==> config.mk <==
export PLATFORM = sky130hd
export DESIGN_NAME = spi_frame_slave_flat
export DESIGN_NICKNAME = d
export VERILOG_FILES = /design/src/rtl/spi_frame_slave_if.sv /design/src/rtl/spi_frame_slave.sv /design/src/flat_wrapper.sv
export SDC_FILE = /design/constraint.sdc
export NUM_CORES = 1
export LEC_CHECK = 0
export ABC_AREA = 0
export ABC_CLOCK_PERIOD_IN_PS = 4700
export BUFFER_PORTS_ARGS = -buffer_cell sky130_fd_sc_hd__buf_2
export CAP_MARGIN = 40
export CORE_MARGIN = 5
export CORE_UTILIZATION = 51
export DETAILED_ROUTE_END_ITERATION = 8
export PLACE_DENSITY = 0.75
export SLEW_MARGIN = 20
export SYNTH_ARGS = -nofsm -noshare
export SYNTH_HDL_FRONTEND = slang
export SYNTH_SLANG_ARGS = --single-unit
==> constraint.sdc <==
create_clock -name clk -period 4.7 [get_ports clk]
set_input_delay 0.705 -clock clk [delete_from_list [all_inputs] [get_ports clk]]
set_output_delay 0.705 -clock clk [all_outputs]
set_load 0.01 [all_outputs]
==> src/rtl/spi_frame_slave_if.sv <==
// Pin bundle between the off-chip SPI master / AES top level and spi_frame_slave.
// The slave modport is the frame receiver; the master modport drives select, data and done.
interface spi_frame_slave_if #(
    parameter int KEY_W  = 128,
    parameter int ADDR_W = 8,
    parameter int LOC_W  = 8
);
    logic              ss;
    logic              mosi;
    logic              miso;
    logic              done;
    logic [KEY_W-1:0]  usr_key;
    logic [ADDR_W-1:0] usr_addr;
    logic [LOC_W-1:0]  usr_loc;
    logic              mode;
    logic              start;
    logic              busy;
    logic              frame_err;
    logic [1:0]        err_code;

    modport slave (
        input  ss, mosi, done,
        output miso, usr_key, usr_addr, usr_loc, mode, start, busy, frame_err, err_code
    );

    modport master (
        output ss, mosi, done,
        input  miso, usr_key, usr_addr, usr_loc, mode, start, busy, frame_err, err_code
    );
endinterface

==> src/rtl/spi_frame_slave.sv <==
// SPI command slave: receives {loc, addr, key, mode} frames, launches the AES core and returns status.
// Optional trailing even-parity bit enabled with `define SPI_FRAME_PARITY_EN.
module spi_frame_slave #(
    parameter int KEY_W  = 128,
    parameter int ADDR_W = 8,
    parameter int LOC_W  = 8
) (
    input logic              clk,
    input logic              n_rst,
    spi_frame_slave_if.slave bus
);
    localparam int FRAME_LEN = LOC_W + ADDR_W + KEY_W + 1;
`ifdef SPI_FRAME_PARITY_EN
    localparam int VALID_LEN = FRAME_LEN + 1;
`else
    localparam int VALID_LEN = FRAME_LEN;
`endif
    localparam int CNT_MAX = VALID_LEN + 1;
    localparam int CNT_W   = $clog2(CNT_MAX + 1);

    localparam logic [CNT_W-1:0] VALID_CNT = CNT_W'(VALID_LEN);
    localparam logic [CNT_W-1:0] SAT_CNT   = CNT_W'(CNT_MAX);

    typedef enum logic [1:0] {
        S_IDLE,
        S_SHIFT,
        S_CHECK
    } state_t;

    state_t               state_q;
    state_t               state_d;
    logic [CNT_W-1:0]     bit_cnt;
    logic [VALID_LEN-1:0] shreg;
    logic [FRAME_LEN-1:0] frame_data;
    logic [7:0]           status_live;
    logic [7:0]           status_snap;
    logic [4:0]           acc_cnt;
    logic                 parity_ok;
    logic                 eff_busy;
    logic                 sample;
    logic                 load_first;
    logic                 accept;
    logic                 reject;
    logic [1:0]           rej_code;
    logic                 miso_bit;

    assign frame_data  = shreg[VALID_LEN-1 -: FRAME_LEN];
`ifdef SPI_FRAME_PARITY_EN
    assign parity_ok   = ~^shreg;
`else
    assign parity_ok   = 1'b1;
`endif
    assign eff_busy    = bus.busy & ~bus.done;
    assign status_live = {bus.busy, bus.err_code, acc_cnt};

    // NOTE: every variable driven here gets a default first so no latch is inferred.
    always_comb begin
        state_d    = state_q;
        sample     = 1'b0;
        load_first = 1'b0;
        accept     = 1'b0;
        reject     = 1'b0;
        rej_code   = 2'b00;
        unique case (state_q)
            S_IDLE: begin
                if (!bus.ss) begin
                    sample     = 1'b1;
                    load_first = 1'b1;
                    state_d    = S_SHIFT;
                end
            end
            S_SHIFT: begin
                if (!bus.ss) sample  = 1'b1;
                else         state_d = S_CHECK;
            end
            S_CHECK: begin
                state_d = S_IDLE;
                if (bit_cnt < VALID_CNT) begin
                    reject   = 1'b1;
                    rej_code = 2'b01;
                end else if (bit_cnt > VALID_CNT) begin
                    reject   = 1'b1;
                    rej_code = 2'b10;
                end else if (!parity_ok) begin
                    reject   = 1'b1;
                    rej_code = 2'b01;
                end else if (eff_busy) begin
                    reject   = 1'b1;
                    rej_code = 2'b11;
                end else begin
                    accept   = 1'b1;
                end
            end
            default: state_d = S_IDLE;
        endcase
    end

    // NOTE: sequential state uses non-blocking assignments so every register sees pre-edge values.
    always_ff @(posedge clk or negedge n_rst) begin
        if (!n_rst) begin
            state_q       <= S_IDLE;
            bit_cnt       <= '0;
            status_snap   <= '0;
            acc_cnt       <= '0;
            bus.usr_key   <= '0;
            bus.usr_addr  <= '0;
            bus.usr_loc   <= '0;
            bus.mode      <= 1'b0;
            bus.start     <= 1'b0;
            bus.frame_err <= 1'b0;
            bus.busy      <= 1'b0;
            bus.err_code  <= 2'b00;
        end else begin
            state_q       <= state_d;
            bus.start     <= accept;
            bus.frame_err <= reject;
            if (load_first) begin
                bit_cnt     <= CNT_W'(1);
                status_snap <= status_live;
            end else if (sample && bit_cnt != SAT_CNT) begin
                bit_cnt <= bit_cnt + CNT_W'(1);
            end
            // An acceptance re-arms busy even if done clears it on the same edge.
            if (accept) begin
                bus.usr_loc  <= frame_data[FRAME_LEN-1 -: LOC_W];
                bus.usr_addr <= frame_data[KEY_W+ADDR_W:KEY_W+1];
                bus.usr_key  <= frame_data[KEY_W:1];
                bus.mode     <= frame_data[0];
                bus.busy     <= 1'b1;
                bus.err_code <= 2'b00;
                acc_cnt      <= acc_cnt + 5'd1;
            end else begin
                if (bus.busy && bus.done) bus.busy <= 1'b0;
                if (reject) bus.err_code <= rej_code;
            end
        end
    end

    // NOTE: the shift register is pure datapath with no reset; a frame is only used once all its bits are written.
    always_ff @(posedge clk) begin
        if (sample) shreg <= {shreg[VALID_LEN-2:0], bus.mosi};
    end

    // Idle shows the live busy bit; once shifting, the snapshot walks out MSB first.
    always_comb begin
        miso_bit = 1'b0;
        if (state_q == S_IDLE)       miso_bit = status_live[7];
        else if (int'(bit_cnt) < 8)  miso_bit = status_snap[~bit_cnt[2:0]];
    end

    assign bus.miso = miso_bit;
endmodule
==> src/flat_wrapper.sv <==
// flat-port wrapper written by rule: the top's interface ports become plain ports
module spi_frame_slave_flat 
#(
    parameter int KEY_W  = 128,
    parameter int ADDR_W = 8,
    parameter int LOC_W  = 8
)
  (clk, n_rst, bus_ss, bus_mosi, bus_done, bus_miso, bus_usr_key, bus_usr_addr, bus_usr_loc, bus_mode, bus_start, bus_busy, bus_frame_err, bus_err_code);
  spi_frame_slave_if #(.KEY_W(KEY_W), .ADDR_W(ADDR_W), .LOC_W(LOC_W)) bus_i ();
  input logic clk;
  input logic n_rst;
  input wire logic [$bits(bus_i.ss)-1:0] bus_ss;
  input wire logic [$bits(bus_i.mosi)-1:0] bus_mosi;
  input wire logic [$bits(bus_i.done)-1:0] bus_done;
  output wire logic [$bits(bus_i.miso)-1:0] bus_miso;
  output wire logic [$bits(bus_i.usr_key)-1:0] bus_usr_key;
  output wire logic [$bits(bus_i.usr_addr)-1:0] bus_usr_addr;
  output wire logic [$bits(bus_i.usr_loc)-1:0] bus_usr_loc;
  output wire logic [$bits(bus_i.mode)-1:0] bus_mode;
  output wire logic [$bits(bus_i.start)-1:0] bus_start;
  output wire logic [$bits(bus_i.busy)-1:0] bus_busy;
  output wire logic [$bits(bus_i.frame_err)-1:0] bus_frame_err;
  output wire logic [$bits(bus_i.err_code)-1:0] bus_err_code;
  assign bus_i.ss = bus_ss;
  assign bus_i.mosi = bus_mosi;
  assign bus_i.done = bus_done;
  assign bus_miso = bus_i.miso;
  assign bus_usr_key = bus_i.usr_key;
  assign bus_usr_addr = bus_i.usr_addr;
  assign bus_usr_loc = bus_i.usr_loc;
  assign bus_mode = bus_i.mode;
  assign bus_start = bus_i.start;
  assign bus_busy = bus_i.busy;
  assign bus_frame_err = bus_i.frame_err;
  assign bus_err_code = bus_i.err_code;
  spi_frame_slave #(.KEY_W(KEY_W), .ADDR_W(ADDR_W), .LOC_W(LOC_W)) u_core (.clk(clk), .n_rst(n_rst), .bus(bus_i));
endmodule
==> impl_metrics.env <==
export IMPL_io_buffers=155
export IMPL_num_nets_final=766
export IMPL_final_cell_mix="173 x dfrtp_1, 154 x buf_2, 145 x edfxtp_1"
export IMPL_grt_start_max_net_pins=61
export IMPL_place_congestion=0.8331
export IMPL_wl_per_cell_um=19.58
export IMPL_skew_ns=0.01813
export IMPL_cts_sinks=318
export IMPL_intPower_mw=4.626
export IMPL_worst_hold_path_type="primary input to async pin"
export IMPL_route_detailed_drc=0
export IMPL_drt_pass1_iter_count=4
export IMPL_sequentialPowerShare_pct=53.6
export IMPL_finalNonFillerCells=1065
export IMPL_synth_edff_count=145
export IMPL_synth_top_flop_cell="dfrtp_1"
export IMPL_p_sw_mw=1.186
export IMPL_finalCritPeriodShare_pct=64.18
export IMPL_grt_pass1_vias=5942
export IMPL_wl_um=20850
export IMPL_synth_compound_area_share_pct=0.8832
export IMPL_slew_headroom_pct=49.51
export IMPL_synth_xor_area_share_pct=0.6704
export IMPL_cts_tree="yes"
export IMPL_end_kind="register"
export IMPL_post_route_cell_area_mm2=0.01379
export IMPL_crit_path_max_fanout=34
export IMPL_finalMaxSlewViolations=0
export IMPL_rsz0062_at_grt="no"
export IMPL_die_area_mm2=0.02619
export IMPL_status="completed"
export IMPL_sw_frac_of_total_pct=20.40
export IMPL_ys_seq_elements=318
export IMPL_clk_latency_ns=0.54
export IMPL_synthesis_area_mm2=0.01176
export IMPL_maxCapViolations=0
export IMPL_area_delta_synth_final_pct=17.28
export IMPL_dpl_cell_area_mm2=0.01274
export IMPL_tightest_slew_ns=0.7574
export IMPL_synthCells=579
export IMPL_setup_viol_count_final=0
export IMPL_place_inst=1008
export IMPL_yosys_area_share_adder_pct=0.5320
export IMPL_cp_arrival_ns=3.43
export IMPL_muxShareOfSynthArea_pct=19.03
export IMPL_cts_setup_buffers=0
export IMPL_initial_utilization_pct=51.94
export IMPL_design_core_area_mm2=0.02264
export IMPL_grt_overflow=0
export IMPL_path_clk_slew_ns=0.06
export IMPL_antenna_found_initial=0
export IMPL_yosysSeqAreaShare_pct=73.85
export IMPL_clkPwrFrac_pct=43.3
export IMPL_track_usage_pct=15.79
export IMPL_crit_path_start_kind="register"
export IMPL_setup_slack_ns=1.684
export IMPL_period_minus_slack_ns=3.016
export IMPL_drtIter0Drc=318
export IMPL_num_antenna_cells=0
export IMPL_ir_worst_vdd_uv=302.2
export IMPL_max_clock_freq_mhz=331.5
export IMPL_pwr_density_cell_mw_per_mm2=421.4
export IMPL_die_h_um=161.8
export IMPL_dpl_hpwl_um=13460
export IMPL_final_antenna_net_count=0
export IMPL_synthesis_nets=589
export IMPL_avgSynthCellArea_um2=20.31
export IMPL_cts_buffers=31
export IMPL_final_common_cell="dfrtp_1"
export IMPL_dr_total_vias=5531
export IMPL_hold_worst_slack_ns=0.06236
export IMPL_clockBufferDepth=3
export IMPL_hold_violations=0
export IMPL_pre_cts_slack_ns=1.665
export IMPL_worstPathRequired_ns=5.11
export IMPL_htreeDepth=1
export IMPL_rows=55
export IMPL_synth_simple_area_share_pct=2.256
export IMPL_synth_top_family_by_area="multiplexers"
export IMPL_p_leak_nw=6.853
export IMPL_p_comb_share_pct=3.1
export IMPL_via_per_inst=5.193
export IMPL_fin_util_pct=60.91
export IMPL_tns_ns=0
export IMPL_grt_pass1_wl_um=33650
export IMPL_boundaryPins=156
export IMPL_yosysWarningCount=0
export IMPL_drive_above_1_share_pct=48.08
export IMPL_postCtsHoldBufs=0
export IMPL_critPathKind="register to register"
export IMPL_cts_root_buf="clkbuf_16"
export IMPL_power_mw=5.812
export IMPL_ys_types=43
export IMPL_die_w_um=161.8
export IMPL_ff2ff_path_depth=7
export IMPL_synthArstFlopShare_pct=54.40
export IMPL_cts_resized=0
-- cells by family after synthesis --
logic type | count (synthesis)
adder cells (fa/ha/maj) | 5
buffers and inverters | 29
AND/OR/NAND/NOR | 45
flip-flops | 318
XOR/XNOR | 9
AO/OA/AOI/OAI | 15
multiplexers | 158
-- synth_stat cells, drive strengths merged, types with 2 or more instances --
master,instances,area (um^2)
nand2,7,26.28
clkbuf,3,11.26
nand3,9,57.56
inv,7,26.28
or2,2,12.51
a21oi,3,15.01
mux2i,3,30.03
nand4,5,31.28
and3,4,25.02
edfxtp,145,4354
xor2,4,35.03
nand2b,2,12.51
xnor2,5,43.79
nor3,2,10.01
mux2,154,2185
dfrtp,173,4329
nor2,8,30.03
ha,5,62.56
buf,19,290.3
-- flip-flops by register name, summed over array words and instances (netlist names) --
| signal | flops |
|---|---|
| u_core.frame_data | 145 |
| u_core.bus.usr_key | 128 |
| u_core.bit_cnt | 8 |
| u_core.bus.usr_addr | 8 |
| u_core.bus.usr_loc | 8 |
| u_core.status_snap | 8 |
| u_core.acc_cnt | 5 |
| u_core.bus.err_code | 2 |
| u_core.state_q | 2 |
| u_core.bus.busy | 1 |
| u_core.bus.frame_err | 1 |
| u_core.bus.mode | 1 |
| u_core.bus.start | 1 |
-- routing by layer --
metal | up-vias | GRT usage (%) | share of wire (%)
li1 | 2467 | - | -
met1 | 2900 | 21.46 | 44
met2 | 131 | 26.20 | 49
met3 | 33 | 3.476 | 4.9
met4 | 0 | 4.152 | 2.5
met5 | - | 0 | 0
-- final timing paths --
kind	start	end	slack [ns]
min in group clk	bus_mosi	u_core.frame_data[0]	0.34
max in group asynchronous	n_rst	u_core.bus.usr_key[91]	3.44
worst max register to register	u_core.bit_cnt[0]	u_core.bus.usr_loc[3]	1.68
worst min register to register	u_core.frame_data[127]	u_core.frame_data[128]	0.44
worst max-delay path	u_core.bit_cnt[0]	u_core.bus.usr_loc[3]	1.68
worst min-delay path	n_rst	u_core.acc_cnt[4]	0.06
-- layout make-up --
type	count	area [um^2]
Fill cell	1588	8850
Tap cell	285	356.6
Multi-Input combinational cell	232	2748
Sequential cell	318	8683
Clock inverter	12	162.7
Inverter	7	30.03
Timing Repair Buffer	166	920.9
Clock buffer	45	889.6
-- critical path, cell delays in order (launching register included) --
cell and delay [ns]:
dfrtp_1 0.49, inv_1 0.14, ha_1 0.14, or3b_1 0.39, a22o_1 0.30, nand3_4 0.43, buf_4 0.58, mux2_2 0.40
-- power by group through the flow --
stage | sequential [mW] | combinational, mW | clock, mW
6_report | 3.11 | 0.183 | 2.52
3_5_place_dp | 3.17 | 0.189 | 0
5_1_grt | 3.12 | 0.208 | 2.71
3_3_place_gp | 3.16 | 0.169 | 0
4_1_cts | 3.11 | 0.189 | 2.59
2_1_floorplan | 3.13 | 0.131 | 0
Power figures use the tool's default switching activity.
